## src/rtl/rr_req_arbiter_if.sv

```systemverilog
// Request/grant bundle between the requesters and the round-robin arbiter.
interface rr_req_arbiter_if #(
  parameter int unsigned ID_W = 2
);
  localparam int unsigned REQ_NUM = 32'(1) << ID_W;

  logic [REQ_NUM-1:0] req;
  logic [REQ_NUM-1:0] done;
  logic [REQ_NUM-1:0] gnt;
  logic               gnt_vld;
  logic [ID_W-1:0]    gnt_id;
  logic               timeout;
  logic               busy;

  // Requester side drives req/done and observes the grant.
  modport master (
    output req, done,
    input  gnt, gnt_vld, gnt_id, timeout, busy
  );

  // Arbiter side observes req/done and drives the grant.
  modport slave (
    input  req, done,
    output gnt, gnt_vld, gnt_id, timeout, busy
  );
endinterface

```

## src/rtl/rr_req_arbiter.sv

```systemverilog
// Round-robin arbiter: locks a one-hot grant to one owner until done, request
// drop or hold limit; every release passes through one idle cycle.
module rr_req_arbiter #(
  parameter int unsigned ID_W     = 2,
  parameter int unsigned MAX_HOLD = 8,
  parameter int unsigned CNT_W    = 8
) (
  input  logic             clk,
  input  logic             rst_n,
  rr_req_arbiter_if.slave  bus
);
  localparam int unsigned REQ_NUM = 32'(1) << ID_W;

  typedef enum logic {IDLE, GRANT} state_e;

  state_e             state_q, state_d;
  logic [REQ_NUM-1:0] gnt_q, gnt_d;
  logic               gnt_vld_q, gnt_vld_d;
  logic [ID_W-1:0]    gnt_id_q, gnt_id_d;
  logic [ID_W-1:0]    last_id_q, last_id_d;
  logic [CNT_W-1:0]   hold_cnt_q, hold_cnt_d;
  logic               timeout_q, timeout_d;

  logic               any_req;
  logic               win_found;
  logic [ID_W-1:0]    win_id;
  logic               owner_rel;
  logic               hold_lim;

  assign any_req   = |bus.req;
  assign owner_rel = bus.done[gnt_id_q] | ~bus.req[gnt_id_q];
  assign hold_lim  = (hold_cnt_q == CNT_W'(MAX_HOLD - 1));

  // Winner search: first set request after last_id, wrapping modulo REQ_NUM.
  always_comb begin
    logic [ID_W-1:0] idx;
    win_found = 1'b0;
    win_id    = '0;
    idx       = '0;
    for (int unsigned k = 1; k <= REQ_NUM; k++) begin
      idx = last_id_q + ID_W'(k);
      if (!win_found && bus.req[idx]) begin
        win_found = 1'b1;
        win_id    = idx;
      end
    end
  end

  // State and datapath registers with synchronous active-low reset.
  always_ff @(posedge clk) begin
    if (!rst_n) begin
      state_q    <= IDLE;
      gnt_q      <= '0;
      gnt_vld_q  <= 1'b0;
      gnt_id_q   <= '0;
      last_id_q  <= '1;
      hold_cnt_q <= '0;
      timeout_q  <= 1'b0;
    end else begin
      state_q    <= state_d;
      gnt_q      <= gnt_d;
      gnt_vld_q  <= gnt_vld_d;
      gnt_id_q   <= gnt_id_d;
      last_id_q  <= last_id_d;
      hold_cnt_q <= hold_cnt_d;
      timeout_q  <= timeout_d;
    end
  end

  // Next-state: any release (done, drop, or hold limit) returns to IDLE.
  always_comb begin
    state_d = state_q;
    unique case (state_q)
      IDLE:    if (any_req) state_d = GRANT;
      GRANT:   if (owner_rel || hold_lim) state_d = IDLE;
      default: state_d = IDLE;
    endcase
  end

  // Registered outputs: grant, owner index, hold counter and timeout pulse.
  always_comb begin
    gnt_d      = '0;
    gnt_id_d   = gnt_id_q;
    last_id_d  = last_id_q;
    hold_cnt_d = hold_cnt_q;
    timeout_d  = 1'b0;
    unique case (state_q)
      IDLE: begin
        if (win_found) begin
          gnt_d      = REQ_NUM'(1) << win_id;
          gnt_id_d   = win_id;
          last_id_d  = win_id;
          hold_cnt_d = '0;
        end
      end
      GRANT: begin
        if (owner_rel) begin
          gnt_d = '0;
        end else if (hold_lim) begin
          timeout_d = 1'b1;
        end else begin
          gnt_d      = gnt_q;
          hold_cnt_d = hold_cnt_q + CNT_W'(1);
        end
      end
      default: gnt_d = '0;
    endcase
    gnt_vld_d = |gnt_d;
  end

  assign bus.gnt     = gnt_q;
  assign bus.gnt_vld = gnt_vld_q;
  assign bus.gnt_id  = gnt_id_q;
  assign bus.timeout = timeout_q;
  assign bus.busy    = any_req | gnt_vld_q;

endmodule

```

## src/flat_wrapper.sv

```systemverilog
// flat-port wrapper written by rule: the top's interface ports become plain ports
module rr_req_arbiter_flat 
#(
  parameter int unsigned ID_W     = 2,
  parameter int unsigned MAX_HOLD = 8,
  parameter int unsigned CNT_W    = 8
)
  (clk, rst_n, bus_req, bus_done, bus_gnt, bus_gnt_vld, bus_gnt_id, bus_timeout, bus_busy);
  rr_req_arbiter_if #(.ID_W(ID_W)) bus_i ();
  input  logic clk;
  input  logic rst_n;
  input wire logic [$bits(bus_i.req)-1:0] bus_req;
  input wire logic [$bits(bus_i.done)-1:0] bus_done;
  output wire logic [$bits(bus_i.gnt)-1:0] bus_gnt;
  output wire logic [$bits(bus_i.gnt_vld)-1:0] bus_gnt_vld;
  output wire logic [$bits(bus_i.gnt_id)-1:0] bus_gnt_id;
  output wire logic [$bits(bus_i.timeout)-1:0] bus_timeout;
  output wire logic [$bits(bus_i.busy)-1:0] bus_busy;
  assign bus_i.req = bus_req;
  assign bus_i.done = bus_done;
  assign bus_gnt = bus_i.gnt;
  assign bus_gnt_vld = bus_i.gnt_vld;
  assign bus_gnt_id = bus_i.gnt_id;
  assign bus_timeout = bus_i.timeout;
  assign bus_busy = bus_i.busy;
  rr_req_arbiter #(.ID_W(ID_W), .MAX_HOLD(MAX_HOLD), .CNT_W(CNT_W)) u_core (.clk(clk), .rst_n(rst_n), .bus(bus_i));
endmodule
```

## config.mk

```make
export PLATFORM = sky130hd
export DESIGN_NAME = rr_req_arbiter_flat
export DESIGN_NICKNAME = d
export VERILOG_FILES = /design/src/rtl/rr_req_arbiter_if.sv /design/src/rtl/rr_req_arbiter.sv /design/src/flat_wrapper.sv
export SDC_FILE = /design/constraint.sdc
export NUM_CORES = 1
export LEC_CHECK = 0
export CAP_MARGIN = 20
export CORE_AREA = 2 2 52 54
export CTS_BUF_LIST = sky130_fd_sc_hd__clkbuf_4
export DETAILED_ROUTE_END_ITERATION = 10
export DIE_AREA = 0 0 54 56
export PLACE_DENSITY = 0.61
export RECOVER_POWER = 25
export SLEW_MARGIN = 10
export SYNTH_ARGS = -nofsm -noshare
export SYNTH_HDL_FRONTEND = slang
export SYNTH_SLANG_ARGS = --single-unit
```

## constraint.sdc

```tcl
create_clock -name clk -period 4.63 [get_ports clk]
set_clock_uncertainty 0.05 [all_clocks]
set_input_delay 0.926 -clock clk [delete_from_list [all_inputs] [get_ports clk]]
set_output_delay 0.926 -clock clk [all_outputs]
set_load 0.005 [all_outputs]
```

==> key figures <==
Cells and area
  • N_diodes: 0
  • Fillers: 245
  • NumNets Final: 144
  • Post-route cell area: 0.00118 mm^2
  • Layout overhead on the synthesized area: 24.3%
  • Commonest non-fill, non-tap cell in the layout: nand2_1
  • Finished Layout Cells: 162
  • Layout cells sized above 1: 0.0455
  • Most frequent cells in the layout: 20 x nand2_1, 19 x dfxtp_1, 12 x clkdlybuf4s50_1

Yosys
  • Area leader, netlist: dfxtp_1
  • Top cells by area, synth: dfxtp_1 40%, nand2_1 7.9%, a21oi_1 5.8%
  • Synth top area share: 0.401
  • Synthesized Nets: 125
  • Synthesized cell area: 948 um^2
  • Synth unique cells: 33
  • Syn. warnings: 0
  • Register area share after synthesis: 0.401
  • Synth Register Bits: 19
  • Synth Instances: 114
  • Syn avg cell area: 8.32 um^2

Worst setup path
  • Data arrival, critical path: 2.49 ns
  • Worst R2R Setup Slack: 2.72 ns
  • Worst R2R End: u_core.hold_cnt_q[0]
  • FF-to-FF path depth: 3
  • Worst r2r src: u_core.bus.gnt_id[0]
  • CP Class: primary input to output port
  • Critical path startpoint category: primary input
  • Critical Path End Type: output port
  • WP data required: 3.65 ns
  • Crit. Startpoint: bus_req[2]
  • Max FO, Critical Path: 7

Die
  • Die Span X: around 54 um
  • Die boundary height: ~56 um
  • Initial cell density of the core: 0.390
  • # IOs: 19
  • Core Area: 0.00243 mm^2
  • Row count: 18
  • Die area: 0.00302 mm^2

Worst hold path
  • Hold Crit Depth: 2
  • Min-delay worst type: flip-flop to flip-flop
  • Worst Hold End: u_core.hold_cnt_q[1]
  • Worst hold start: u_core.hold_cnt_q[1]

STA
  • FMAX: 289 MHz
  • Min cycle time layout: 3.46 ns
  • Setup TNS: 0 ns
  • Slew margin rel.: 0.701
  • RSZ-0062 raised after global routing: no
  • Max Slew Vio Count: 0
  • Final setup viols: 0
  • Worst slew pin tran: 0.447 ns
  • Fin. Hold Viols: 0
  • Final period utilization: 0.748

Clock network
  • Clock Latency Late Sink: about 0.31 ns
  • Post-CTS Resized: 0
  • Cts bufs inserted: 3
  • Clock Root Buffer: clkbuf_4
  • TritonCTS clock tree: built
  • Clock-pin slew on the worst setup and hold paths: 0.12 ns
  • Clock sink count: 19
  • Setup bufs post-CTS: 0
  • CTS Buffer Depth: 2
  • H-tree depth: 1
  • Hold-fix buffers at CTS: 0

Global route
  • Vias in the first global route: 819
  • First-pass GRT wire length: between 3 and 4 mm
  • Largest net degree at the start of global routing: 14
  • Gr ovfl total: 0
  • Antenna violations before repair: 0
  • Total track usage: 0.154

Drt
  • ANT nets after route: 0
  • # DRC: 0
  • Vias per cell: 5.57
  • Initial DRC count: 19
  • Total wire length: roughly 2.1 mm
  • Detailed Routing Iterations Pass 1: 4
  • Wire length per cell: about 13 um
  • Routed vias: ~900

Power and ir drop
  • Peak VDD IR: 216 uV
  • Comb pwr share: 0.188
  • Leak: about 0.42 nW
  • Sw Ratio: 0.287
  • PwrDens: 282 mW/mm^2
  • Sequential share of power: 0.546
  • Internal power: 237 uW
  • Psw: 95.5 uW
  • Clk network pwr share: 0.266

Place
  • DP HPWL: around 1.6 mm
  • RD Place Congestion: 0.779
  • Placed Cells: 158
  • Placed inst area: 0.00115 mm^2
  • Number of port buffers: 18

Flow run
  • Max Cap Viol: 0

Run status
  • Outcome: completed
## cells in the mapped netlist
master and n:
or3_1 7, nand3_1 2, and3_1 1, nor2_1 4, nand2b_1 7, nor4_1 1, and4_1 1, ha_1 1
a31oi_1 1, nor3_1 2, mux2i_1 3, mux2_2 1, a211o_1 1, clkbuf_1 2, o31ai_1 1, o2111a_1 1
dfxtp_1 19, o32ai_1 4, o211ai_1 1, a21oi_1 11, o21ai_0 6, o41ai_1 1, buf_2 2, o21ai_1 1
o311ai_0 1, or4_1 3, nor4b_1 1, nand4_1 2, nor2b_1 1, nand2_1 20, inv_1 3, o211a_1 1
mux4_2 1
## layout make-up
type	instances	area [um^2]	area share
Multi-Input combinational cell	88	539	0.458
Tap cell	30	37.5	0.0318
Clock buffer	3	22.5	0.0191
Sequential cell	19	380	0.323
Inverter	3	11.3	0.00955
Clock inverter	1	7.51	0.00637
Timing Repair Buffer	18	180	0.153
## worst max-delay path by stage
stage / to / slack (ns) / cells past startpoint
2_1_floorplan: bus_busy / 2.31 / 2
3_3_place_gp: bus_busy / 1.24 / 4
3_5_place_dp: bus_busy / 1.27 / 4
4_1_cts: bus_busy / 1.25 / 4
5_1_grt: bus_busy / 1.01 / 4
6_report: bus_busy / 1.17 / 4
## kinds of logic after synthesis
logic type	Yosys count	synth area share
buf+inv	7	0.0303
compound gates	30	0.204
simple gates	52	0.284
mux	5	0.0673
fa+ha+maj	1	0.0132
flops	19	0.401
## metrics by stage
| stage | hold slack (ns) | power (mW) | util | setup slack (ns) |
|---|---|---|---|---|
| CTS | 0.445 | 0.340 | 0.485 | 1.25 |
| global placement | 0.413 | 0.250 | 0.472 | 1.24 |
| floorplan | 0.397 | 0.220 | - | 2.31 |
| detailed placement | 0.429 | 0.249 | 0.472 | 1.27 |
| global route | 0.472 | 0.352 | 0.485 | 1.01 |
| finish | 0.438 | 0.332 | 0.485 | 1.17 |
## metal layers
metal | wire length [um] | GRT usage | share of wire
met1 | 966 | 0.182 | 0.46
met2 | 1050 | 0.267 | 0.50
met3 | 52 | 0.0484 | 0.025
met4 | 11 | 0.0321 | 0.0053
met5 | 0 | 0 | 0
## worst max-delay path, cell delays in order
cell and delay [ns]:
dlygate4sd3_1 0.62, nor4_1 0.39, nand2b_1 0.09, clkdlybuf4s50_1 0.46
## power by group through the flow
stage / combinational [mW] / clock [mW] / sequential (mW)
6_report: 0.0625 / 0.0883 / 0.182
3_3_place_gp: 0.0644 / 0 / 0.186
3_5_place_dp: 0.0640 / 0 / 0.185
5_1_grt: 0.0699 / 0.0990 / 0.183
2_1_floorplan: 0.0381 / 0 / 0.182
4_1_cts: 0.0644 / 0.0938 / 0.182
## state kept, by name, indices dropped and copies added, names as in the netlist
name	flops
u_core.bus.gnt_id	2
u_core.bus.gnt_vld	1
u_core.last_id_q	2
u_core.bus.gnt	4
u_core.hold_cnt_q	8
u_core.bus.timeout	1
u_core.state_q	1
Note: power is estimated with default switching activity, not from simulation.
